### src/rtl/sme_param.sv
// Parametrised string-match engine: buffers a string and a pattern from one byte stream,
// then scans one character compare per cycle with '.' wildcard and '^'/'$' anchors.
module sme_param #(
  parameter int                 CHAR_W     = 8,
  parameter int                 STR_MAX    = 32,
  parameter int                 PAT_MAX    = 8,
  parameter bit                 WORD_BOUND = 1'b1,
  parameter logic [CHAR_W-1:0]  WILD_CH    = 8'h2E,
  parameter logic [CHAR_W-1:0]  HEAD_CH    = 8'h5E,
  parameter logic [CHAR_W-1:0]  TAIL_CH    = 8'h24
) (
  input  logic                        clk,
  input  logic                        reset,
  input  logic [CHAR_W-1:0]           chardata,
  input  logic                        isstring,
  input  logic                        ispattern,
  output logic                        valid,
  output logic                        match,
  output logic [$clog2(STR_MAX)-1:0]  match_index
);

  localparam int SW = $clog2(STR_MAX);
  localparam int PW = $clog2(PAT_MAX);
  // Common arithmetic width so string and pattern lengths compare without truncation.
  localparam int NW = ((SW > PW) ? SW : PW) + 2;

  localparam logic [SW:0]       SLEN_FULL = (SW+1)'(STR_MAX);
  localparam logic [PW:0]       PLEN_FULL = (PW+1)'(PAT_MAX);
  localparam logic [CHAR_W-1:0] SPACE_CH  = CHAR_W'(8'h20);

  localparam logic [2:0] S_IDLE   = 3'd0;
  localparam logic [2:0] S_LOAD_S = 3'd1;
  localparam logic [2:0] S_LOAD_P = 3'd2;
  localparam logic [2:0] S_SCAN   = 3'd3;
  localparam logic [2:0] S_DONE   = 3'd4;

  logic [2:0]        state_q, state_d;
  logic [SW:0]       slen_q, slen_d;
  logic [PW:0]       plen_q, plen_d;
  logic              head_q, head_d;
  logic              tail_q, tail_d;
  logic [SW:0]       sp_q, sp_d;
  logic [PW:0]       pi_q, pi_d;
  logic              match_q, match_d;
  logic [SW-1:0]     idx_q, idx_d;

  logic [CHAR_W-1:0] str_mem [STR_MAX];
  logic [CHAR_W-1:0] pat_mem [PAT_MAX];

  logic              load_str, load_pat;
  logic              str_we, pat_we;
  logic [SW-1:0]     str_waddr;
  logic [PW-1:0]     pat_waddr;

  logic [NW-1:0]     slen_n, plen_n, sp_n, pi_n;
  logic [CHAR_W-1:0] cur_str, prev_str, next_str, cur_pat;
  logic              early_exit, last_pi, at_end;
  logic              char_ok, head_ok, tail_ok, cmp_pass;

  assign slen_n = NW'(slen_q);
  assign plen_n = NW'(plen_q);
  assign sp_n   = NW'(sp_q);
  assign pi_n   = NW'(pi_q);

  assign cur_str  = str_mem[SW'(sp_n + pi_n)];
  assign prev_str = str_mem[SW'(sp_n - NW'(1))];
  assign next_str = str_mem[SW'(sp_n + plen_n)];
  assign cur_pat  = pat_mem[PW'(pi_q)];

  assign early_exit = (plen_n == '0) || (plen_n > slen_n);
  assign last_pi    = (pi_n == plen_n - NW'(1));
  assign at_end     = (sp_n == slen_n - plen_n);

  // Anchor checks only bite at the first/last pattern position; reads past slen are masked.
  assign char_ok  = (cur_pat == WILD_CH) || (cur_pat == cur_str);
  assign head_ok  = !(head_q && (pi_q == '0)) || (sp_q == '0) ||
                    (WORD_BOUND && (prev_str == SPACE_CH));
  assign tail_ok  = !(tail_q && last_pi) || ((sp_n + plen_n) == slen_n) ||
                    (WORD_BOUND && (next_str == SPACE_CH));
  assign cmp_pass = char_ok && head_ok && tail_ok;

  always_comb begin
    state_d   = state_q;
    slen_d    = slen_q;
    plen_d    = plen_q;
    head_d    = head_q;
    tail_d    = tail_q;
    sp_d      = sp_q;
    pi_d      = pi_q;
    match_d   = match_q;
    idx_d     = idx_q;
    load_str  = 1'b0;
    load_pat  = 1'b0;
    str_we    = 1'b0;
    str_waddr = '0;
    pat_we    = 1'b0;
    pat_waddr = '0;

    case (state_q)
      S_IDLE, S_DONE: begin
        state_d = S_IDLE;
        if (isstring) begin
          state_d  = S_LOAD_S;
          slen_d   = '0;
          plen_d   = '0;
          head_d   = 1'b0;
          tail_d   = 1'b0;
          load_str = 1'b1;
        end else if (ispattern) begin
          state_d  = S_LOAD_P;
          plen_d   = '0;
          head_d   = 1'b0;
          tail_d   = 1'b0;
          load_pat = 1'b1;
        end
      end
      S_LOAD_S: begin
        if (isstring) begin
          load_str = 1'b1;
        end else if (ispattern) begin
          state_d  = S_LOAD_P;
          load_pat = 1'b1;
        end
      end
      S_LOAD_P: begin
        if (ispattern && !isstring) begin
          load_pat = 1'b1;
        end else begin
          state_d = S_SCAN;
          sp_d    = '0;
          pi_d    = '0;
        end
      end
      S_SCAN: begin
        if (early_exit) begin
          state_d = S_DONE;
          match_d = 1'b0;
          idx_d   = '0;
        end else if (cmp_pass) begin
          if (last_pi) begin
            state_d = S_DONE;
            match_d = 1'b1;
            idx_d   = SW'(sp_q);
          end else begin
            pi_d = pi_q + (PW+1)'(1);
          end
        end else begin
          pi_d = '0;
          if (at_end) begin
            state_d = S_DONE;
            match_d = 1'b0;
            idx_d   = '0;
          end else begin
            sp_d = sp_q + (SW+1)'(1);
          end
        end
      end
      default: state_d = S_IDLE;
    endcase

    // Characters beyond buffer depth are dropped and the length saturates.
    if (load_str && (slen_d != SLEN_FULL)) begin
      str_we    = 1'b1;
      str_waddr = SW'(slen_d);
      slen_d    = slen_d + (SW+1)'(1);
    end

    if (load_pat) begin
      if (chardata == HEAD_CH) begin
        head_d = 1'b1;
      end else if (chardata == TAIL_CH) begin
        tail_d = 1'b1;
      end else if (plen_d != PLEN_FULL) begin
        pat_we    = 1'b1;
        pat_waddr = PW'(plen_d);
        plen_d    = plen_d + (PW+1)'(1);
      end
    end
  end

  always_ff @(posedge clk) begin
    if (reset) begin
      state_q <= S_IDLE;
      slen_q  <= '0;
      plen_q  <= '0;
      head_q  <= 1'b0;
      tail_q  <= 1'b0;
      sp_q    <= '0;
      pi_q    <= '0;
      match_q <= 1'b0;
      idx_q   <= '0;
    end else begin
      state_q <= state_d;
      slen_q  <= slen_d;
      plen_q  <= plen_d;
      head_q  <= head_d;
      tail_q  <= tail_d;
      sp_q    <= sp_d;
      pi_q    <= pi_d;
      match_q <= match_d;
      idx_q   <= idx_d;
    end
  end

  // Buffers keep their contents across reset; only the lengths are cleared.
  always_ff @(posedge clk) begin
    if (str_we) str_mem[str_waddr] <= chardata;
    if (pat_we) pat_mem[pat_waddr] <= chardata;
  end

  assign valid       = (state_q == S_DONE);
  assign match       = match_q;
  assign match_index = idx_q;

endmodule
### config.mk
export PLATFORM = sky130hd
export DESIGN_NAME = sme_param
export DESIGN_NICKNAME = d
export VERILOG_FILES = /design/src/rtl/sme_param.sv
export SDC_FILE = /design/constraint.sdc
export NUM_CORES = 1
export LEC_CHECK = 0
export ABC_AREA = 1
export CORE_UTILIZATION = 40
export CTS_BUF_LIST = sky130_fd_sc_hd__clkbuf_4 sky130_fd_sc_hd__clkbuf_8
export CTS_CLUSTER_DIAMETER = 200
export DETAILED_ROUTE_END_ITERATION = 8
export HOLD_SLACK_MARGIN = 0.12
export SYNTH_ARGS = -nofsm -noshare
export SYNTH_HDL_FRONTEND = slang
export SYNTH_SLANG_ARGS = --single-unit
### constraint.sdc
create_clock -name clk -period 3.9 [get_ports clk]
set_clock_uncertainty 0.15 [all_clocks]
set_input_delay 0.78 -clock clk [delete_from_list [all_inputs] [get_ports clk]]
set_output_delay 0.78 -clock clk [all_outputs]
set_load 0.01 [all_outputs]
==> flow_summary.ini <==
[outcome]
outcome = finished with violations
violations = DRC

[cts]
numCtsBuffers = 61
root_buffer = clkbuf_8
cts_tree = done
path_clk_slew_ps = 60
clockBufferDepth = 3
insertion_delay_ps = 690
h-tree-depth = 2
post_cts_buffers = 0
cts.sinks = 354

[sta]
fmax_mhz = 274
period_needed_ps = 3650
setup_viol = 0
hold_viol_final = 0
setup_slack_ps = 246
rsz0062_at_grt = false
drv_slew = 0
tns_ps = 0
fin_crit_sh_pct = 93.7
slew_headroom_pct = 43.9
tightestPinTransition_ps = 841

[power]
cellLeakagePower_nw = 8.78
peakVddDrop_mv = 0.392
p_per_area_mw_per_mm2 = 635

[critical_path]
arrival_ps = 4080
rrSetupSlack_ps = 250
worst_ep_required_time_ps = 4330
critPathKind = reg -> reg
start_kind = flip-flop
crit_start = plen_q[0]
endpoint_kind = flip-flop
critical_path.max_fanout = 8
timing.rr.start = plen_q[0]

[logic_synthesis]
synth-edff-count = 320
synthFlopType = edfxtp_1
ys_ff_latch = 354
post_synth_main_area_contributors = edfxtp_1 (51%), nand2_1 (12%), nand3_1 (9.4%)
synth.distinct_cells = 41
synth_top_area_share_pct = 50.6
synth.avg_cell_area_um2 = 8.39
synth_top_area_cell = edfxtp_1
syn_inst = 2261
synth_nets = 2301
ys_warn_count = 0
netlist_area_mm2 = 0.0190
synth_async_sr_flop_share_pct = 0
yosysSeqAreaShare_pct = 54.2

[drt]
dr.pass1.iters = 7
via_count = 16360
wl_per_cell_um = 20.7
route.detailed.drc = 2
postRouteAntennaNets = 0
drt_iter0_drc = 1875
vias_per_cell = 5.45
finalWirelength_mm = 62.3

[job]
drv_cap = 0

[placement]
port_buffers = 18
post-place-ws_ps = 54.1
dpl.hpwl_mm = 42.8
gp_congestion = 0.963

[global_routing]
top_usage_layer = met2
grt_pass1_wl_mm = 95.1
grtUsageMet3_pct = 4.54
use_met1_pct = 35.1
grt_overflow = 0
grt_use_met2_pct = 41.5
grt_usage_pct = 26.3
grt_pass1_vias = 16095
antenna_found_initial = 1
grt_max_degree = 87

[die]
std_cell_rows = 79
chipWidth_um = 220
initial_utilization_pct = 40.7
die_h_um = 220
dieArea_mm2 = 0.0483
fp.coreArea_mm2 = 0.0467
top_level_ports = 19

[layout]
syn2layout_area_growth_pct = 13.1
final_nets = 2393
n_antenna_cell = 0
drive_gt1_share_pct = 9.98

[hold_path]
hp-start = match_index[0]
min_path_type = reg -> reg
cell type report:
type / instances / area (um2)
repair buffers: 122 / 1070
inverters: 217 / 818
clock buffers: 70 / 907
fillers: 4607 / 25200
well taps: 607 / 759
multi-input cells: 1597 / 7400
flip-flops and latches: 354 / 10300
clock inverters: 34 / 230
logic make-up after synthesis:
family	share of synthesized area, %
and+or+nand+nor	30.9
buffers and inverters	6.92
adders and majority gates	1.96
DFF	54.2
xor gates and xnor gates	1.07
AOI/OAI and AO/OA	4.91
critical path, stage by stage (launching register included):
cell,delay [ps]
dfxtp_1,390
ha_2,200
inv_1,50
fa_2,330
nand2_1,210
nand2_1,240
buf_4,240
nand2_1,60
nand3_1,60
a21oi_1,240
o211ai_1,140
nor2_1,120
nand3_1,120
nand3_1,100
nand2_1,100
inv_2,150
nand2_4,120
nor2_8,140
nand2_4,90
nand3_1,90
nand2_1,60
nor2_2,140
path summary, 6_finish.rpt:
| check | cells after the start | endpoint |
|---|---|---|
| worst max-delay path | 21 | pi_q[1] |
| worst min-delay path | 2 | match_index[0] |
| worst max register to register | 21 | pi_q[1] |
| worst min register to register | 2 | match_index[0] |
sequential cells by signal, indices dropped and copies added (netlist names), named ones only:
name,cells
state_q,3
match_index,5
match,1
pi_q,4
slen_q,6
sp_q,6
str_mem,256
pat_mem,64
plen_q,4
head_q,1
tail_q,1
synth_stat cells, types with 5 or more instances:
cell,instances
o21ai_0,57
nand4_1,35
o211ai_1,13
dfxtp_1,34
xnor2_1,7
o21ai_1,37
buf_4,5
nand2_4,5
a21oi_1,52
nand2_1,625
ha_1,25
buf_6,8
clkbuf_1,22
nor3_1,33
nor2_1,299
inv_2,13
nand3_1,358
edfxtp_1,320
inv_1,203
buf_2,57
xor2_1,13
where the power goes:
group,switching (mW),leakage [nW],total (mW),internal (mW)
registers,0.169,3.16,4.46,4.29
logic,4.08,5.03,5.92,1.84
clock network,1.58,0.588,3.26,1.68
metal layers:
layer,wire (um),up-vias
li1,-,7739
met1,26500,7725
met2,28300,740
met3,4710,156
met4,2730,0
met5,0,-
cell usage in the layout (no fill, tap or decap), types with 3 or more instances in the layout:
master / n
nand2_1: 625
nand3_1: 358
edfxtp_1: 320
nor2_1: 298
inv_1: 203
buf_4: 91
clkbuf_8: 61
o21ai_0: 57
a21oi_1: 52
o21ai_1: 37
nand4_1: 35
nor3_1: 33
dfxtp_1: 32
ha_1: 23
clkinv_1: 16
o211ai_1: 13
xor2_1: 13
inv_2: 11
clkinv_2: 11
buf_12: 11
clkdlybuf4s50_1: 10
clkbuf_4: 9
buf_2: 8
xnor2_1: 7
nand2_4: 5
nor4_1: 4
nand3b_1: 4
or2_2: 4
o31ai_1: 4
clkinvlp_4: 4
nand2_2: 3
o21a_1: 3
metrics by stage:
step / area, um2 / util, % / std cells / power (mW) / hold WS, ps
2_1_floorplan: 19000 / - / 2261 / 8.38 / 296
3_3_place_gp: 20300 / 43.6 / 2897 / 10.3 / 308
3_5_place_dp: 20300 / 43.6 / 2897 / 10.3 / 309
5_1_grt: 21500 / 46.0 / 3001 / 14.5 / 342
4_1_cts: 21500 / 46.0 / 3001 / 13.6 / 321
6_report: 21500 / 46.0 / 3001 / 13.6 / 320
repair_timing:
| action | in CTS | in global routing |
|---|---|---|
| hold buffers | 0 | 0 |
| gates resized for setup | 0 | 8 |
| setup endpoints to repair | 0 | 22 |
(Power assumes the default switching activity.)
